`src/rtl/uart_pkg.sv`:
```
// Shared UART definitions: arbiter FSM states, byte width and requester indices.
package uart_pkg;

  localparam int unsigned DATA_W   = 8;
  localparam int unsigned REQ_ECHO = 0;
  localparam int unsigned REQ_PROC = 1;

  typedef enum logic [1:0] {
    IDLE      = 2'd0,
    WAIT_ACK  = 2'd1,
    WAIT_DONE = 2'd2
  } arb_state_e;

endpackage

```
`src/rtl/ack_timer.sv`:
```
// Saturating cycle counter that flags when the transmitter has not acknowledged in time.
module ack_timer #(
  parameter int unsigned ACK_TIMEOUT = 255
) (
  input  logic clk,
  input  logic rst,
  input  logic clear,
  input  logic enable,
  output logic expired
);

  localparam int unsigned CNT_W = 8;
  // expired is registered, so it must rise one count early to land on the timeout cycle
  localparam logic [CNT_W-1:0] LIMIT = CNT_W'(ACK_TIMEOUT - 1);

  logic [CNT_W-1:0] cnt_q, cnt_d;
  logic             expired_q, expired_d;

  always_comb begin
    cnt_d = cnt_q;
    if (clear) begin
      cnt_d = '0;
    end else if (enable && (cnt_q != '1)) begin
      cnt_d = cnt_q + CNT_W'(1);
    end
    expired_d = (cnt_d >= LIMIT);
  end

  always_ff @(posedge clk or negedge rst) begin
    if (!rst) begin
      cnt_q     <= '0;
      expired_q <= 1'b0;
    end else begin
      cnt_q     <= cnt_d;
      expired_q <= expired_d;
    end
  end

  assign expired = expired_q;

endmodule

```
`src/rtl/uart_tx_arbiter.sv`:
```
// Round-robin arbiter with burst locking that feeds the shared UART transmitter.
module uart_tx_arbiter #(
  parameter int unsigned DATA_W      = 8,
  parameter int unsigned MAX_BURST   = 4,
  parameter int unsigned ACK_TIMEOUT = 255
) (
  input  logic              clk,
  input  logic              rst,
  input  logic              req0,
  input  logic [DATA_W-1:0] data0,
  output logic              grant0,
  input  logic              req1,
  input  logic [DATA_W-1:0] data1,
  output logic              grant1,
  input  logic              tx_ready,
  output logic              tx_start,
  output logic [DATA_W-1:0] tx_data,
  output logic              busy,
  output logic              owner,
  output logic              err_timeout
);

  import uart_pkg::*;

  localparam int unsigned BURST_W = 4;
  localparam logic [BURST_W-1:0] BURST_MAX = BURST_W'(MAX_BURST);

  arb_state_e         state_q, state_d;
  logic [DATA_W-1:0]  tx_data_q, tx_data_d;
  logic               tx_start_q, tx_start_d;
  logic               grant0_q, grant0_d;
  logic               grant1_q, grant1_d;
  logic               busy_q, busy_d;
  logic               owner_q, owner_d;
  logic               err_q, err_d;
  logic               prio_q, prio_d;
  logic               lock_q, lock_d;
  logic [BURST_W-1:0] burst_q, burst_d;
  logic [BURST_W-1:0] burst_inc;
  logic [1:0]         req_c;
  logic               lock_live;
  logic               win_c;
  logic               timer_clear;
  logic               timer_en;
  logic               timer_expired;

  assign req_c     = {req1, req0};
  assign burst_inc = burst_q + BURST_W'(1);
  assign timer_en  = (state_q == WAIT_ACK);

  ack_timer #(
    .ACK_TIMEOUT (ACK_TIMEOUT)
  ) u_ack_timer (
    .clk     (clk),
    .rst     (rst),
    .clear   (timer_clear),
    .enable  (timer_en),
    .expired (timer_expired)
  );

  always_comb begin
    state_d     = state_q;
    tx_start_d  = tx_start_q;
    tx_data_d   = tx_data_q;
    grant0_d    = 1'b0;
    grant1_d    = 1'b0;
    owner_d     = owner_q;
    err_d       = 1'b0;
    prio_d      = prio_q;
    lock_d      = lock_q;
    burst_d     = burst_q;
    timer_clear = 1'b0;
    lock_live   = lock_q;
    win_c       = prio_q;

    case (state_q)
      IDLE: begin
        // owner let go of req while locked: hand the turn to the other side
        if (lock_q && !req_c[owner_q]) begin
          lock_live = 1'b0;
          lock_d    = 1'b0;
          burst_d   = '0;
          prio_d    = !owner_q;
        end
        if (tx_ready && (req0 || req1)) begin
          if (lock_live)          win_c = owner_q;
          else if (req0 && req1)  win_c = prio_q;
          else                    win_c = req1;
          tx_data_d   = win_c ? data1 : data0;
          owner_d     = win_c;
          grant0_d    = (win_c == 1'(REQ_ECHO));
          grant1_d    = (win_c == 1'(REQ_PROC));
          tx_start_d  = 1'b1;
          timer_clear = 1'b1;
          state_d     = WAIT_ACK;
        end
      end
      WAIT_ACK: begin
        if (!tx_ready) begin
          tx_start_d = 1'b0;
          state_d    = WAIT_DONE;
        end else if (timer_expired) begin
          err_d      = 1'b1;
          tx_start_d = 1'b0;
          lock_d     = 1'b0;
          burst_d    = '0;
          prio_d     = !owner_q;
          state_d    = IDLE;
        end
      end
      WAIT_DONE: begin
        if (tx_ready) begin
          if ((burst_inc < BURST_MAX) && req_c[owner_q]) begin
            lock_d  = 1'b1;
            burst_d = burst_inc;
          end else begin
            lock_d  = 1'b0;
            burst_d = '0;
            prio_d  = !owner_q;
          end
          state_d = IDLE;
        end
      end
      default: state_d = IDLE;
    endcase

    busy_d = (state_d != IDLE);
  end

  always_ff @(posedge clk or negedge rst) begin
    if (!rst) begin
      state_q    <= IDLE;
      tx_start_q <= 1'b0;
      tx_data_q  <= '0;
      grant0_q   <= 1'b0;
      grant1_q   <= 1'b0;
      busy_q     <= 1'b0;
      owner_q    <= 1'b0;
      err_q      <= 1'b0;
      prio_q     <= 1'b0;
      lock_q     <= 1'b0;
      burst_q    <= '0;
    end else begin
      state_q    <= state_d;
      tx_start_q <= tx_start_d;
      tx_data_q  <= tx_data_d;
      grant0_q   <= grant0_d;
      grant1_q   <= grant1_d;
      busy_q     <= busy_d;
      owner_q    <= owner_d;
      err_q      <= err_d;
      prio_q     <= prio_d;
      lock_q     <= lock_d;
      burst_q    <= burst_d;
    end
  end

  assign tx_start    = tx_start_q;
  assign tx_data     = tx_data_q;
  assign grant0      = grant0_q;
  assign grant1      = grant1_q;
  assign busy        = busy_q;
  assign owner       = owner_q;
  assign err_timeout = err_q;

endmodule

```
`config.mk`:
```
export PLATFORM = sky130hd
export DESIGN_NAME = uart_tx_arbiter
export DESIGN_NICKNAME = d
export VERILOG_FILES = /design/src/rtl/uart_pkg.sv /design/src/rtl/ack_timer.sv /design/src/rtl/uart_tx_arbiter.sv
export SDC_FILE = /design/constraint.sdc
export NUM_CORES = 1
export LEC_CHECK = 0
export ABC_CLOCK_PERIOD_IN_PS = 1900
export BUFFER_PORTS_ARGS = -buffer_cell sky130_fd_sc_hd__buf_2
export CORE_MARGIN = 10
export CORE_UTILIZATION = 50
export DETAILED_ROUTE_END_ITERATION = 8
export PLACE_DENSITY = 0.74
export SLEW_MARGIN = 20
export SYNTH_ARGS = -nofsm -noshare
export SYNTH_HDL_FRONTEND = slang
export SYNTH_SLANG_ARGS = --single-unit
```
`constraint.sdc`:
```
create_clock -name clk -period 1.9 [get_ports clk]
set_input_delay 0.38 -clock clk [delete_from_list [all_inputs] [get_ports clk]]
set_output_delay 0.38 -clock clk [all_outputs]
set_load 0.02 [all_outputs]
```
After elaboration in Yosys (flattened, before gate mapping)
Index checks and enable logic that the tools add are counted.
{"block": "totals", "reg_bits": 31, "in_bits": 21, "output_inout_bits": 14, "elab_cells": 91}
{"block": "classes", "addsub": 2, "magnitude_cmp": 3, "n_eq_ne": 10, "muxes": 45, "bitwise_logic": 1, "n_reduce_logical": 17}
{"cell": "2-to-1 mux 1 bit", "count": 28}
{"cell": "2-to-1 mux 8 bit", "count": 3}
{"cell": "2-to-1 mux 4 bit", "count": 5}
{"cell": "!= test 2 bit (second input constant)", "count": 6}
{"cell": "case mux 4 bit (3 select lines)", "count": 1}
{"cell": "adder 8 x 1 -> 8 bit (second input constant)", "count": 1}
{"cell": "greater-or-equal comparator 8 bit (second input constant)", "count": 1}
{"cell": "2-to-1 mux 2 bit", "count": 4}
{"cell": "!= test 8 bit (second input constant)", "count": 1}
{"cell": "case mux 1 bit (3 select lines)", "count": 2}
{"cell": "case mux 2 bit (3 select lines)", "count": 1}
{"cell": "AND reduction 6 bit", "count": 1}
{"cell": "logical AND 1 bit", "count": 5}
{"cell": "AND reduction 5 bit", "count": 1}
{"cell": "adder 4 x 1 -> 4 bit (second input constant)", "count": 1}
{"cell": "less-than comparator 4 x 3 -> 1 bit (second input constant)", "count": 1}
{"cell": "AND reduction 4 bit", "count": 1}
{"cell": "nonzero test 2 bit", "count": 2}
{"cell": "!= test 3 bit (second input constant)", "count": 1}
{"cell": "AND reduction 3 bit", "count": 1}
{"cell": "nonzero test 3 bit", "count": 1}
{"cell": "equality test 2 x 1 -> 1 bit (second input constant)", "count": 1}
{"cell": "equality test 2 bit (second input constant)", "count": 1}
{"cell": "logical NOT 1 bit", "count": 2}
{"cell": "other kinds (6)", "count": 6}

Depth between registers and ports, before layout
{"block": "depth", "depth_word": 12, "mapped_depth": 7, "mapped_depth_nobuf": 6}

By module
From an unflattened synthesis, not the netlist that was laid out.
{"block": "hier_totals", "hier_cells": 160, "hier_area_um2": 1642.8}
{"mod": "uart_tx_arbiter", "n_inst": 1, "cells_per_inst": 103, "area_per_inst_um2": 1097.3, "seq_area_each_um2": 550.5}
{"mod": "ack_timer", "n_inst": 1, "cells_per_inst": 57, "area_per_inst_um2": 545.5, "seq_area_each_um2": 225.2}

Worst setup path before layout
OpenSTA, ideal clock, no wires.
{"block": "synth_timing", "path_type": "flip-flop to flip-flop", "startpoint": "register u_ack_timer.cnt_q[0]", "endpoint": "register u_ack_timer.expired_q, in the netlist u_ack_timer.expired", "setup_time_ns": 0.105, "t_arrival_ns": 1.508, "required_time_ns": 1.795, "setup_slack_ns": 0.287, "path_stages_with_launch": 6, "path_buffers": 0, "period_less_slack_ns": 1.613, "path_cell_list": "dfrtp_1 ha_1 and3_1 a211oi_1 mux2i_1 nor4b_1"}
{"block": "synth_between", "elab_chain_len": 5, "elab_cells_between_ends": 6, "cone_classes": "1 x add/sub; 1 x order compare; 1 x eq/ne; 2 x mux; 1 x reduce/logical"}
{"item": "start, declared", "line_no": "ack_timer.sv:16", "source": "logic [CNT_W-1:0] cnt_q, cnt_d;"}
{"item": "start signal, assigned", "line_no": "ack_timer.sv:34", "source": "cnt_q <= cnt_d;"}
{"item": "branches (longest 2 deep; another with adder 8 x 1 -> 8 bit)"}
{"item": "2-to-1 mux 8 bit (*)", "line_no": "ack_timer.sv:23", "source": "end else if (enable && (cnt_q != '1)) begin"}
{"item": "2-to-1 mux 8 bit (*)", "line_no": "ack_timer.sv:21", "source": "if (clear) begin"}
{"item": "named net u_ack_timer.cnt_d[5]", "line_no": "ack_timer.sv:16"}
{"item": "greater-or-equal comparator 8 bit (*)", "line_no": "ack_timer.sv:26", "source": "expired_d = (cnt_d >= LIMIT);"}
{"item": "named net u_ack_timer.expired_d", "line_no": "ack_timer.sv:17", "source": "logic expired_q, expired_d;"}
{"item": "end signal, assigned", "line_no": "ack_timer.sv:35", "source": "expired_q <= expired_d;"}
{"item": "end, declared", "line_no": "ack_timer.sv:17"}
Mark *: on every way through the listed nets, which the timed path passes.
A chain may end at the register's enable or synchronous reset.

Final worst setup path
{"block": "layout_timing", "startpoint": "register state_q[0]", "endpoint": "register burst_q[0]"}
{"block": "layout_between", "elab_chain_len": 3, "elab_cells_between_ends": 10, "cone_classes": "6 x eq/ne; 1 x mux; 3 x reduce/logical"}
{"item": "start, declared", "line_no": "uart_tx_arbiter.sv:28", "source": "arb_state_e state_q, state_d;"}
{"item": "start signal, assigned", "line_no": "uart_tx_arbiter.sv:144", "source": "state_q <= state_d;"}
{"item": "equality test 2 x 1 -> 1 bit, or another cell as far along", "line_no": "uart_tx_arbiter.sv:76", "source": "case (state_q)"}
{"item": "!= test 2 bit (no line) or nonzero test 3 bit (tied branches)"}
{"item": "AND reduction 5 bit (no line)"}
{"item": "end signal, assigned", "line_no": "uart_tx_arbiter.sv:154", "source": "burst_q <= burst_d;"}
{"item": "end, declared", "line_no": "uart_tx_arbiter.sv:38", "source": "logic [BURST_W-1:0] burst_q, burst_d;"}
Several ways; a longest one is shown, not always the timed one.

==> run_results.csv <==
group,metric,value,unit
status,status,"finished clean",
sta,max_slew_margin,55.3,%
route,wirelength,3.51,mm
global_routing,antenna_found_initial,0,
sta,min_period,1.76,ns
sta,fin_worst_skew,0.00242,ns
sta,setup_viol,0,
clock_network,cts_buffers,5,
synth,synth_top_area_share,48.4,%
clock_network,htree_levels,2,
synth,synth_fa_ha_area_share,4.68,%
power_and_ir_drop,power.internal,1.47,mW
worst_setup_path,required,2.11,ns
synth,synthTopCellsByArea,"dfrtp_1, mux2i_1, ha_1",
worst_setup_path,cp.arrival,1.98,ns
synth,yosys_register_bits,31,
floorplanning,die_w,76.6,microns
power_and_ir_drop,power_density,1290,mW/mm^2
clock_network,cts_hold_buf,0,
synth,synth.distinct_cells,44,
synth,ys_seq_area_share,48.4,%
route,firstDrtPassIters,4,
clock_network,clock_latency,0.32,ns
place,place_hpwl,2.71,mm
floorplanning,die_y,76.6,microns
clock_network,cts_resized,0,
sta,worstMarginPinSlew,0.670,ns
clock_network,clockBufferDepth,2,
route,wl_per_cell,14.6,microns
place,place_ws,0.117,ns
sta,finalCritPeriodShare,92.8,%
min_path,hold_path_class,"in -> async",
sta,fmax,567,MHz
power_and_ir_drop,worst_ir_drop_vdd,0.000717,V
synth,yosys.area_share.simple,17.7,%
power_and_ir_drop,p_sw,1.01,mW
worst_setup_path,crit_type,"reg -> reg",
final_layout,num_antenna_cells,0,
final_layout,drive_gt1_share,28.6,%
final_layout,final_cells,240,
synth,synth_compound_area_share,15.8,%
synth,syn-instance-count,153,
place,portBuffers,34,
route,vias,1289,
power_and_ir_drop,finalPower,2.48,mW
power_and_ir_drop,pwr-share-seq,39.4,%
floorplanning,rows,20,
synth,synth_nets,180,
synth,synth_top_family_by_area,"simple AND/OR/NAND/NOR gates",
worst_setup_path,startpoint_type,"flop",
power_and_ir_drop,power_frac_comb,45.0,%
sta,slew_violations,0,
floorplanning,core,0.00305,sq mm
synth,yosysWarnings,0,
final_layout,final_area,0.00192,sq mm
sta,fin_ws,0.137,ns
global_routing,grt_usage,12.8,%
power_and_ir_drop,clock_power_share,15.5,%
final_layout,syn_to_final_growth,19.8,%
global_routing,grt_max_degree,32,
route,first_iter_violations,119,
power_and_ir_drop,swShare,40.7,%
clock_network,path_clk_slew,0.09,ns
clock_network,root_buffer,"clkbuf_4",
synth,synth.area.mux_share,8.89,%
route,viasPerCell,5.37,
final_layout,nets,223,
final_layout,fillers,277,
floorplanning,die-area,0.00587,sq mm
worst_setup_path,cp_max_fo,6,
route,drtAntennaViolNets,0,
synth,synthXorXnorAreaFrac,1.64,%
power_and_ir_drop,leakage,0.974,nW
clock_network,post_cts_buffers,0,
worst_setup_path,endpoint_kind,"flop",
final_layout,multi_input_area,793,sq um
global_routing,gr-total-overflow,0,
global_routing,grt_pass1_vias,1315,
synth,syn-cell-area,0.00160,sq mm
floorplanning,start_util,52.5,%
synth,syn_area_per_cell,10.5,sq um
sta,finalHoldViolCount,0,
clock_network,tritoncts,"built",
place,gp_congestion,0.823,
route,drcViolationCount,0,
clock_network,cts_sinks,31,
global_routing,grt_first_pass_wirelength,6.20,mm
job,drv_cap,0,
place,placed_area,0.00185,sq mm
floorplanning,io_pins,35,
place,dp.cells,233,
final_layout,final-seq-area,776,sq um
synth,yosys.area.top_type,"dfrtp_1",
==> synth_stat cells, drive strengths merged <==
| cell type | instances |
|---|---|
| a21o | 1 |
| nand4 | 2 |
| o21bai | 1 |
| nor3 | 5 |
| nand2b | 2 |
| o211ai | 2 |
| and2 | 3 |
| xnor2 | 2 |
| and4b | 1 |
| nand4bb | 1 |
| a32o | 1 |
| o2111ai | 1 |
| dfrtp | 31 |
| and3 | 3 |
| a21bo | 1 |
| a41o | 1 |
| o22ai | 1 |
| and4 | 1 |
| clkbuf | 2 |
| ha | 6 |
| mux2i | 12 |
| or2 | 1 |
| nand2 | 15 |
| nor4b | 3 |
| a211oi | 4 |
| nand3 | 4 |
| nor2 | 10 |
| nor2b | 2 |
| a21oi | 5 |
| a221oi | 1 |
| xor2 | 1 |
| o21ai | 10 |
| buf | 2 |
| o211a | 1 |
| a21boi | 2 |
| mux2 | 2 |
| o21a | 2 |
| a211o | 1 |
| inv | 7 |
==> metrics by stage <==
step / hold slack (ns) / utilization [%] / setup TNS (ns)
floorplan: 0.0844 / - / 0
CTS: 0.102 / 62.6 / 0
finish: 0.0825 / 63.0 / 0
global placement: 0.448 / 60.7 / 0
global route: 0.124 / 63.0 / -0.00615
detailed placement: 0.458 / 60.7 / 0
==> flip-flops by register name, summed over array words and instances (netlist names), 2 cells and up <==
signal,cells
burst_q,4
u_ack_timer.cnt_q,8
state_q,2
tx_data,8
==> power by group through the flow <==
stage | Clock, mW | Sequential, mW | Combinational [mW]
6_report | 0.385 | 0.977 | 1.12
4_1_cts | 0.394 | 0.981 | 1.13
3_5_place_dp | 0 | 0.992 | 1.12
5_1_grt | 0.430 | 1.01 | 1.26
2_1_floorplan | 0 | 1.12 | 0.619
3_3_place_gp | 0 | 0.977 | 1.09
==> layer usage <==
metal  global-route usage (%)  share of wire, %
met2                     19.0                45
met5                        0                 0
met4                     5.20               1.5
met3                     6.49               8.2
met1                     15.2                45
==> layout make-up <==
| cell class | instances | share of cell area [%] |
|---|---|---|
| multi-input combinational | 111 | 41.3 |
| timing repair buffer | 40 | 11.2 |
| clock inverter | 1 | 0.260 |
| clock buffer | 6 | 2.67 |
| sequential | 31 | 40.4 |
| inverter | 7 | 1.37 |
| tap | 44 | 2.86 |
==> critical path, stage by stage, from the launching register on <==
cell	delay, ns
dfrtp_1	0.39
inv_1	0.09
ha_1	0.23
nor2b_1	0.18
a211oi_4	0.33
nand2_2	0.11
mux2_1	0.32
==> kinds of logic (layout without fill, tap and decap cells) <==
logic type                 count (synthesis)  in the layout
muxes                                     14             14
xor gates and xnor gates                   3              3
and+or+nand+nor                           53             53
adders and majority gates                  6              6
DFF                                       31             31
AOI/OAI and AO/OA                         35             35
buffers and inverters                     11             54
==> path summary, 6_finish.rpt <==
path | slack [ns] | to | cells after the start | from
min reg2reg | 0.49 | tx_data[2] | 2 | tx_data[2]
max reg2reg | 0.14 | burst_q[0] | 6 | state_q[0]
max in group asynchronous | 1.39 | tx_data[7] | 1 | rst
min | 0.08 | u_ack_timer.cnt_q[7] | 1 | rst
min in group clk | 0.34 | tx_data[3] | 3 | data0[3]
max | 0.14 | burst_q[0] | 6 | state_q[0]
==> placed cells by master, fill, tap and decap left out, types with 2 or more instances in the layout <==
cell type  netlist  routed
nand2b_1         2       2
a21oi_1          5       5
buf_4            1       6
nor4b_1          3       2
clkbuf_4         0       5
nand2_1         13      13
nand3_1          4       4
nor2b_1          2       2
inv_1            7       7
xnor2_1          2       2
and2_1           3       3
o21ai_0          9       9
buf_2            1      34
a211oi_1         3       2
o211ai_1         2       2
nand2_2          2       2
mux2i_1         12      12
nor2_1          10      10
nor3_1           5       5
dfrtp_1         31      31
ha_1             6       6
o21a_1           2       2
and3_1           3       3
nand4_1          2       2
No activity file was read; power rests on OpenSTA's default activity.
